**config.mk**
```make
export PLATFORM = sky130hd
export DESIGN_NAME = bp_predict_push
export DESIGN_NICKNAME = d
export VERILOG_FILES = /design/src/rtl/bp_predict_push_pkg.sv /design/src/rtl/bp_predict_push_btb.sv /design/src/rtl/bp_predict_push.sv
export SDC_FILE = /design/constraint.sdc
export NUM_CORES = 1
export LEC_CHECK = 0
export CAP_MARGIN = 20
export CORE_UTILIZATION = 45
export DETAILED_ROUTE_END_ITERATION = 8
export GPL_TIMING_DRIVEN = 0
export PLACE_DENSITY_LB_ADDON = 0.1
export SKIP_LAST_GASP = 1
export SYNTH_ARGS = -nofsm -noshare
export SYNTH_HDL_FRONTEND = slang
export SYNTH_SLANG_ARGS = --single-unit
```
**constraint.sdc**
```tcl
create_clock -name clk -period 36.8 [get_ports clk]
set_input_delay 5.52 -clock clk [delete_from_list [all_inputs] [get_ports clk]]
set_output_delay 5.52 -clock clk [all_outputs]
set_load 0.05 [all_outputs]
```
**src/rtl/bp_predict_push_pkg.sv**
```systemverilog
// Shared types for the frontend branch predictor and the branch queue.
// The BTB entry type is only used when BP_BTB_EN is defined.
package bp_predict_push_pkg;

    localparam int unsigned XLEN               = 64;
    localparam int unsigned ID_BITS            = 6;
    localparam int unsigned DEF_NR_BHT_ENTRIES = 256;
    localparam int unsigned DEF_NR_BTB_ENTRIES = 64;
    localparam int unsigned DEF_BTB_TAG_BITS   = 12;

    typedef logic [XLEN-1:0]    xlen_t;
    typedef logic [ID_BITS-1:0] id_t;

    typedef enum logic [1:0] {
        BK_COND = 2'd0,
        BK_JAL  = 2'd1,
        BK_JALR = 2'd2
    } bp_kind_t;

    typedef struct packed {
        xlen_t pcnext;
        logic  taken;
    } bp_t;

    typedef struct packed {
        logic                        valid;
        logic [DEF_BTB_TAG_BITS-1:0] tag;
        xlen_t                       target;
    } btb_entry_t;

    function automatic int unsigned max_u(input int unsigned a, input int unsigned b);
        return (a > b) ? a : b;
    endfunction

endpackage

```
**src/rtl/bp_predict_push_btb.sv**
```systemverilog
// Direct-mapped JALR target buffer: async lookup, commit write, scrub port.
// Instantiated by bp_predict_push only when BP_BTB_EN is defined.
module bp_btb
    import bp_predict_push_pkg::*;
#(
    parameter int unsigned NR_ENTRIES = DEF_NR_BTB_ENTRIES,
    parameter int unsigned TAG_BITS   = DEF_BTB_TAG_BITS,
    localparam int unsigned IDX_W     = $clog2(NR_ENTRIES)
) (
    input  logic             clk,
    input  xlen_t            i_lookup_pc,
    output logic             o_hit,
    output xlen_t            o_target,
    input  logic             i_wr_en,
    input  xlen_t            i_wr_pc,
    input  xlen_t            i_wr_target,
    input  logic             i_scrub_en,
    input  logic [IDX_W-1:0] i_scrub_idx
);

    btb_entry_t                  r_mem [NR_ENTRIES];
    logic [IDX_W-1:0]            w_lu_idx;
    logic [IDX_W-1:0]            w_wr_idx;
    logic [DEF_BTB_TAG_BITS-1:0] w_lu_tag;
    logic [DEF_BTB_TAG_BITS-1:0] w_wr_tag;

    assign w_lu_idx = i_lookup_pc[IDX_W+1:2];
    assign w_wr_idx = i_wr_pc[IDX_W+1:2];
    assign w_lu_tag = DEF_BTB_TAG_BITS'(i_lookup_pc[IDX_W+2 +: TAG_BITS]);
    assign w_wr_tag = DEF_BTB_TAG_BITS'(i_wr_pc[IDX_W+2 +: TAG_BITS]);

    assign o_hit    = r_mem[w_lu_idx].valid && (r_mem[w_lu_idx].tag == w_lu_tag);
    assign o_target = r_mem[w_lu_idx].target;

    always_ff @(posedge clk) begin
        if (i_scrub_en) begin
            r_mem[i_scrub_idx].valid <= 1'b0;
        end else if (i_wr_en) begin
            r_mem[w_wr_idx] <= '{valid: 1'b1, tag: w_wr_tag, target: i_wr_target};
        end
    end

endmodule

```
**src/rtl/bp_predict_push.sv**
```systemverilog
// Bimodal BHT + optional BTB predictor feeding the branch queue push port.
// Define BP_BTB_EN to include the JALR target buffer (bp_btb).
module bp_predict_push
    import bp_predict_push_pkg::*;
#(
    parameter int unsigned NR_BHT_ENTRIES = DEF_NR_BHT_ENTRIES,
    parameter int unsigned NR_BTB_ENTRIES = DEF_NR_BTB_ENTRIES,
    parameter int unsigned BTB_TAG_BITS   = DEF_BTB_TAG_BITS
) (
    input  logic     clk,
    input  logic     rst,
    input  logic     dec_valid,
    output logic     dec_ready,
    input  xlen_t    dec_pc,
    input  id_t      dec_id,
    input  bp_kind_t dec_kind,
    input  xlen_t    dec_target,
    output logic     bq_push_valid,
    input  logic     bq_push_ready,
    output bp_t      bq_push_bp,
    output xlen_t    bq_push_pc,
    output id_t      bq_push_id,
    output logic     redirect_valid,
    output xlen_t    redirect_pc,
    input  logic     commit_valid,
    input  xlen_t    commit_pc,
    input  bp_kind_t commit_kind,
    input  bp_t      commit_bp,
    input  logic     squash_valid
);

    localparam int unsigned BHT_IDX_W = $clog2(NR_BHT_ENTRIES);
`ifdef BP_BTB_EN
    localparam int unsigned BTB_IDX_W = $clog2(NR_BTB_ENTRIES);
    localparam int unsigned SCRUB_LEN = max_u(NR_BHT_ENTRIES, NR_BTB_ENTRIES);
`else
    localparam int unsigned SCRUB_LEN = NR_BHT_ENTRIES;
`endif
    localparam int unsigned SCRUB_W = $clog2(SCRUB_LEN);

    typedef enum logic {StInit, StRun} state_t;

    state_t             r_state;
    logic [SCRUB_W-1:0] r_scrub_idx;
    logic               r_out_valid;
    logic               r_out_redir;
    bp_t                r_out_bp;
    xlen_t              r_out_pc;
    id_t                r_out_id;
    logic [1:0]         r_bht [NR_BHT_ENTRIES];

    logic                 w_run;
    logic                 w_accept;
    logic                 w_fire;
    xlen_t                w_pc_plus4;
    logic [BHT_IDX_W-1:0] w_bht_idx;
    logic [BHT_IDX_W-1:0] w_cm_bht_idx;
    logic [1:0]           w_cm_cnt;
    logic [1:0]           w_cm_cnt_next;
    logic                 w_pred_taken;
    xlen_t                w_pred_pcnext;

    assign w_run          = (r_state == StRun);
    assign dec_ready      = w_run && !squash_valid && (!r_out_valid || bq_push_ready);
    assign w_accept       = dec_valid && dec_ready;
    // Squash suppresses the held entry in the same cycle it is cleared.
    assign bq_push_valid  = r_out_valid && !squash_valid;
    assign w_fire         = bq_push_valid && bq_push_ready;
    assign bq_push_bp     = r_out_bp;
    assign bq_push_pc     = r_out_pc;
    assign bq_push_id     = r_out_id;
    assign redirect_valid = w_fire && r_out_redir;
    assign redirect_pc    = r_out_bp.pcnext;

    assign w_pc_plus4   = dec_pc + xlen_t'(4);
    assign w_bht_idx    = dec_pc[BHT_IDX_W+1:2];
    assign w_cm_bht_idx = commit_pc[BHT_IDX_W+1:2];
    assign w_cm_cnt     = r_bht[w_cm_bht_idx];

`ifdef BP_BTB_EN
    logic  w_btb_hit;
    xlen_t w_btb_target;

    bp_btb #(
        .NR_ENTRIES (NR_BTB_ENTRIES),
        .TAG_BITS   (BTB_TAG_BITS)
    ) u_btb (
        .clk         (clk),
        .i_lookup_pc (dec_pc),
        .o_hit       (w_btb_hit),
        .o_target    (w_btb_target),
        .i_wr_en     (w_run && commit_valid && (commit_kind == BK_JALR)),
        .i_wr_pc     (commit_pc),
        .i_wr_target (commit_bp.pcnext),
        .i_scrub_en  (!w_run),
        .i_scrub_idx (r_scrub_idx[BTB_IDX_W-1:0])
    );
`endif

    always_comb begin
        w_pred_taken  = 1'b0;
        w_pred_pcnext = w_pc_plus4;
        case (dec_kind)
            BK_COND: begin
                w_pred_taken = r_bht[w_bht_idx][1];
                if (w_pred_taken) begin
                    w_pred_pcnext = dec_target;
                end
            end
            BK_JAL: begin
                w_pred_taken  = 1'b1;
                w_pred_pcnext = dec_target;
            end
            BK_JALR: begin
`ifdef BP_BTB_EN
                if (w_btb_hit) begin
                    w_pred_taken  = 1'b1;
                    w_pred_pcnext = w_btb_target;
                end
`endif
            end
            default: ;
        endcase
    end

    always_comb begin
        w_cm_cnt_next = w_cm_cnt;
        if (commit_bp.taken) begin
            if (w_cm_cnt != 2'b11) w_cm_cnt_next = w_cm_cnt + 2'b01;
        end else begin
            if (w_cm_cnt != 2'b00) w_cm_cnt_next = w_cm_cnt - 2'b01;
        end
    end

    // Scrub index aliases harmlessly when the BHT is smaller than the scrub length.
    always_ff @(posedge clk) begin
        if (!w_run) begin
            r_bht[r_scrub_idx[BHT_IDX_W-1:0]] <= 2'b01;
        end else if (commit_valid && (commit_kind == BK_COND)) begin
            r_bht[w_cm_bht_idx] <= w_cm_cnt_next;
        end
    end

    always_ff @(posedge clk) begin
        if (rst) begin
            r_state     <= StInit;
            r_scrub_idx <= '0;
            r_out_valid <= 1'b0;
            r_out_redir <= 1'b0;
            r_out_bp    <= '0;
            r_out_pc    <= '0;
            r_out_id    <= '0;
        end else begin
            unique case (r_state)
                StInit: begin
                    r_out_valid <= 1'b0;
                    r_scrub_idx <= r_scrub_idx + SCRUB_W'(1);
                    if (r_scrub_idx == SCRUB_W'(SCRUB_LEN - 1)) begin
                        r_state <= StRun;
                    end
                end
                StRun: begin
                    if (squash_valid) begin
                        r_out_valid <= 1'b0;
                    end else if (w_accept) begin
                        r_out_valid <= 1'b1;
                        r_out_redir <= (w_pred_pcnext != w_pc_plus4);
                        r_out_bp    <= '{pcnext: w_pred_pcnext, taken: w_pred_taken};
                        r_out_pc    <= dec_pc;
                        r_out_id    <= dec_id;
                    end else if (w_fire) begin
                        r_out_valid <= 1'b0;
                    end
                end
                default: r_state <= StInit;
            endcase
        end
    end

endmodule

```
==> flow_summary.ini <==
[timing]
hold_ws_ns = 0.4536
setup_slack_ns = 24.06
fin_setup_tns_ns = 0
skew_ns = 0.02539
finalCritPeriodShare = 0.3463
slew_headroom = 0.1963
slew_viol_final = 0
rsz0062_at_grt = no
setup_viol = 0
max_freq_ghz = 0.07848
finalHoldViolations = 0
tightest_slew_ns = 1.206
finalCriticalPeriod_ns = 12.74

[synth]
synth.most_common_cell = edfxtp_1
syn_inst = 2452
synth.area.top_cells = edfxtp_1 (48%), mux4_2 (16%), dfxtp_1 (9.1%)
synth_cell_types = 86
ys.flop_type = edfxtp_1
synth_nets = 2727
synth_top_area_share = 0.4789
synth_top_area_cell = edfxtp_1
ys_seq_area_frac = 0.5699
avgSynthCellArea_um2 = 13.09
syn-cell-area_mm2 = 0.03211
synth_common_cells = edfxtp_1 (512), nor2_1 (301), nand2_1 (266)
synth_warnings = 0
async_flop_share = 0
synth-seq-cells = 658
synth_edf_count = 512

[worst_setup_path]
cp_cell_sequence = clkdlybuf4s50_1 -> nor2b_1 -> and3_1 -> clkdlybuf4s50_1
slowest_delay_ns = 0.81
crit_type = in -> out
crit_top_cell = clkdlybuf4s50_1
slowest_stage = clkdlybuf4s50_1
ff2ff_path_depth = 9
cp_data_arrival_time_ns = 7.22
start_kind = input pin
worstPathMaxFanout = 2
end_kind = primary output
cp.required_ns = 31.28

[power]
ir_drop_mv = 0.05317
leakagePower_nw = 11.68
p_switching_mw = 0.3997
seqPwrFrac = 0.472
switching_share = 0.2383
powerDensity_mw_per_mm2 = 42.37
p_comb_frac = 0.089
clockPowerShare = 0.440
power.total_mw = 1.677
intPower_mw = 1.277

[clock_tree]
worstSkewPairLatency_ns = 0.63
ctsHoldBuffers = 0
cts_tree = done
path_clk_slew_ns = 0.06
clk_path_buf_depth = 3
postCtsSetupBuffers = 0
htree_levels = 3
numCtsBuffers = 72
clockRootBuffer = clkbuf_16
clkSinkCount = 658
cts_resized = 0

[placed_design]
place_congestion = 0.9999
post-place-ws_ns = 24.11
placed_cells = 3750
dpl_cell_area_mm2 = 0.03716
dp_hpwl_mm = 94.61
portBuffers = 329

[layout]
final_nets = 3163
n_fill_cell = 5786
instances_no_fill = 3885
layout-drive-gt1-share = 0.1639
syn_to_final_growth_pct = 23.28
final_cell_area_mm2 = 0.03958
utilization = 0.5633

[detailed_routing]
detail-route-antenna-nets = 0
wl_mm = 125.0
drtIter0Drc = 2867
wl_per_cell_um = 32.17
drtPass1Iterations = 6
num_vias = 24233
route.detailed.drc = 0
routed_via_density = 6.238

[die]
die_h_um = 269.1
fp-row-count = 97
start_util = 0.4569
die_x_um = 269.1
ios = 475
die_area_mm2 = 0.07242
core_area_mm2 = 0.07027

[grt]
first_global_vias = 23850
overflow = 0
grt_start_max_net_pins = 43
grt_use_total = 0.3421
grt_pass1_wl_mm = 176.2
antenna_found_initial = 8

[job]
cap_violations = 0

[worst_hold_path]
min-delay-path-class = reg -> reg
holdPathStages = 2

[run_status]
status = complete, no violations
==> kinds of logic after synthesis <==
kind of cell               count (synthesis)  share of synthesized area
AOI/OAI and AO/OA                        329                    0.06680
buffers and inverters                    299                    0.04727
xor gates and xnor gates                 115                    0.03332
muxes                                    246                     0.1681
DFF                                      658                     0.5699
and+or+nand+nor                          803                     0.1138
adders and majority gates                  2                  0.0007793
==> power groups by stage <==
stage / clock network (mW) / logic [mW] / registers [mW]
after floorplan: 0 / 0.0750 / 0.807
after global placement: 0 / 0.143 / 0.807
after detailed placement: 0 / 0.146 / 0.807
after CTS: 0.741 / 0.146 / 0.791
after global routing: 0.767 / 0.153 / 0.791
final: 0.737 / 0.149 / 0.791
==> cells in the final DEF (no fill, tap or decap), drive strengths merged, types with 73 or more instances in the layout <==
master	netlist	routed
clkbuf	147	240
clkdlybuf4s50	0	329
xnor2	73	73
buf	121	153
dfxtp	146	146
a21oi	117	117
edfxtp	512	512
mux4	232	232
nor2	301	301
nand2	266	266
==> worst max-delay path: cells and delay by family <==
family | cells | cell delay (ns)
buffers and inverters | 2 | 1.23
and+or+nand+nor | 2 | 0.48
==> final cells by class <==
class,instances,area (um^2),area share
antenna,4,10.01,0.0002529
buffer,268,1406,0.03553
clock buffer,92,1961,0.04954
clock inverter,35,414.1,0.01046
inverter,31,116.4,0.002940
multi-input combinational,1495,12310,0.3111
sequential,658,18300,0.4623
tap,940,1176,0.02971
timing repair buffer,362,3886,0.09819
==> sequential cells by signal (all words and copies together) (netlist names) <==
signal and flops:
bq_push_id 6, r_bht 512, r_out_redir 1, r_scrub_idx 8, bq_push_pc 64, r_state 1
redirect_pc 64, bq_push_bp 1, r_out_valid 1
==> path summary, 6_finish.rpt <==
check,start,to,slack [ns]
max reg2reg,r_state,r_bht[151][0],32.45
min,bq_push_pc[50],bq_push_pc[50],0.45
min reg2reg,bq_push_pc[50],bq_push_pc[50],0.45
max,squash_valid,redirect_valid,24.06
==> metal layers <==
layer	GRT usage	wire length, um
met1	0.4313	46800
met2	0.5838	62190
met3	0.05842	10500
met4	0.1414	5467
met5	0	13
Note: power is estimated with default switching activity, not from simulation.
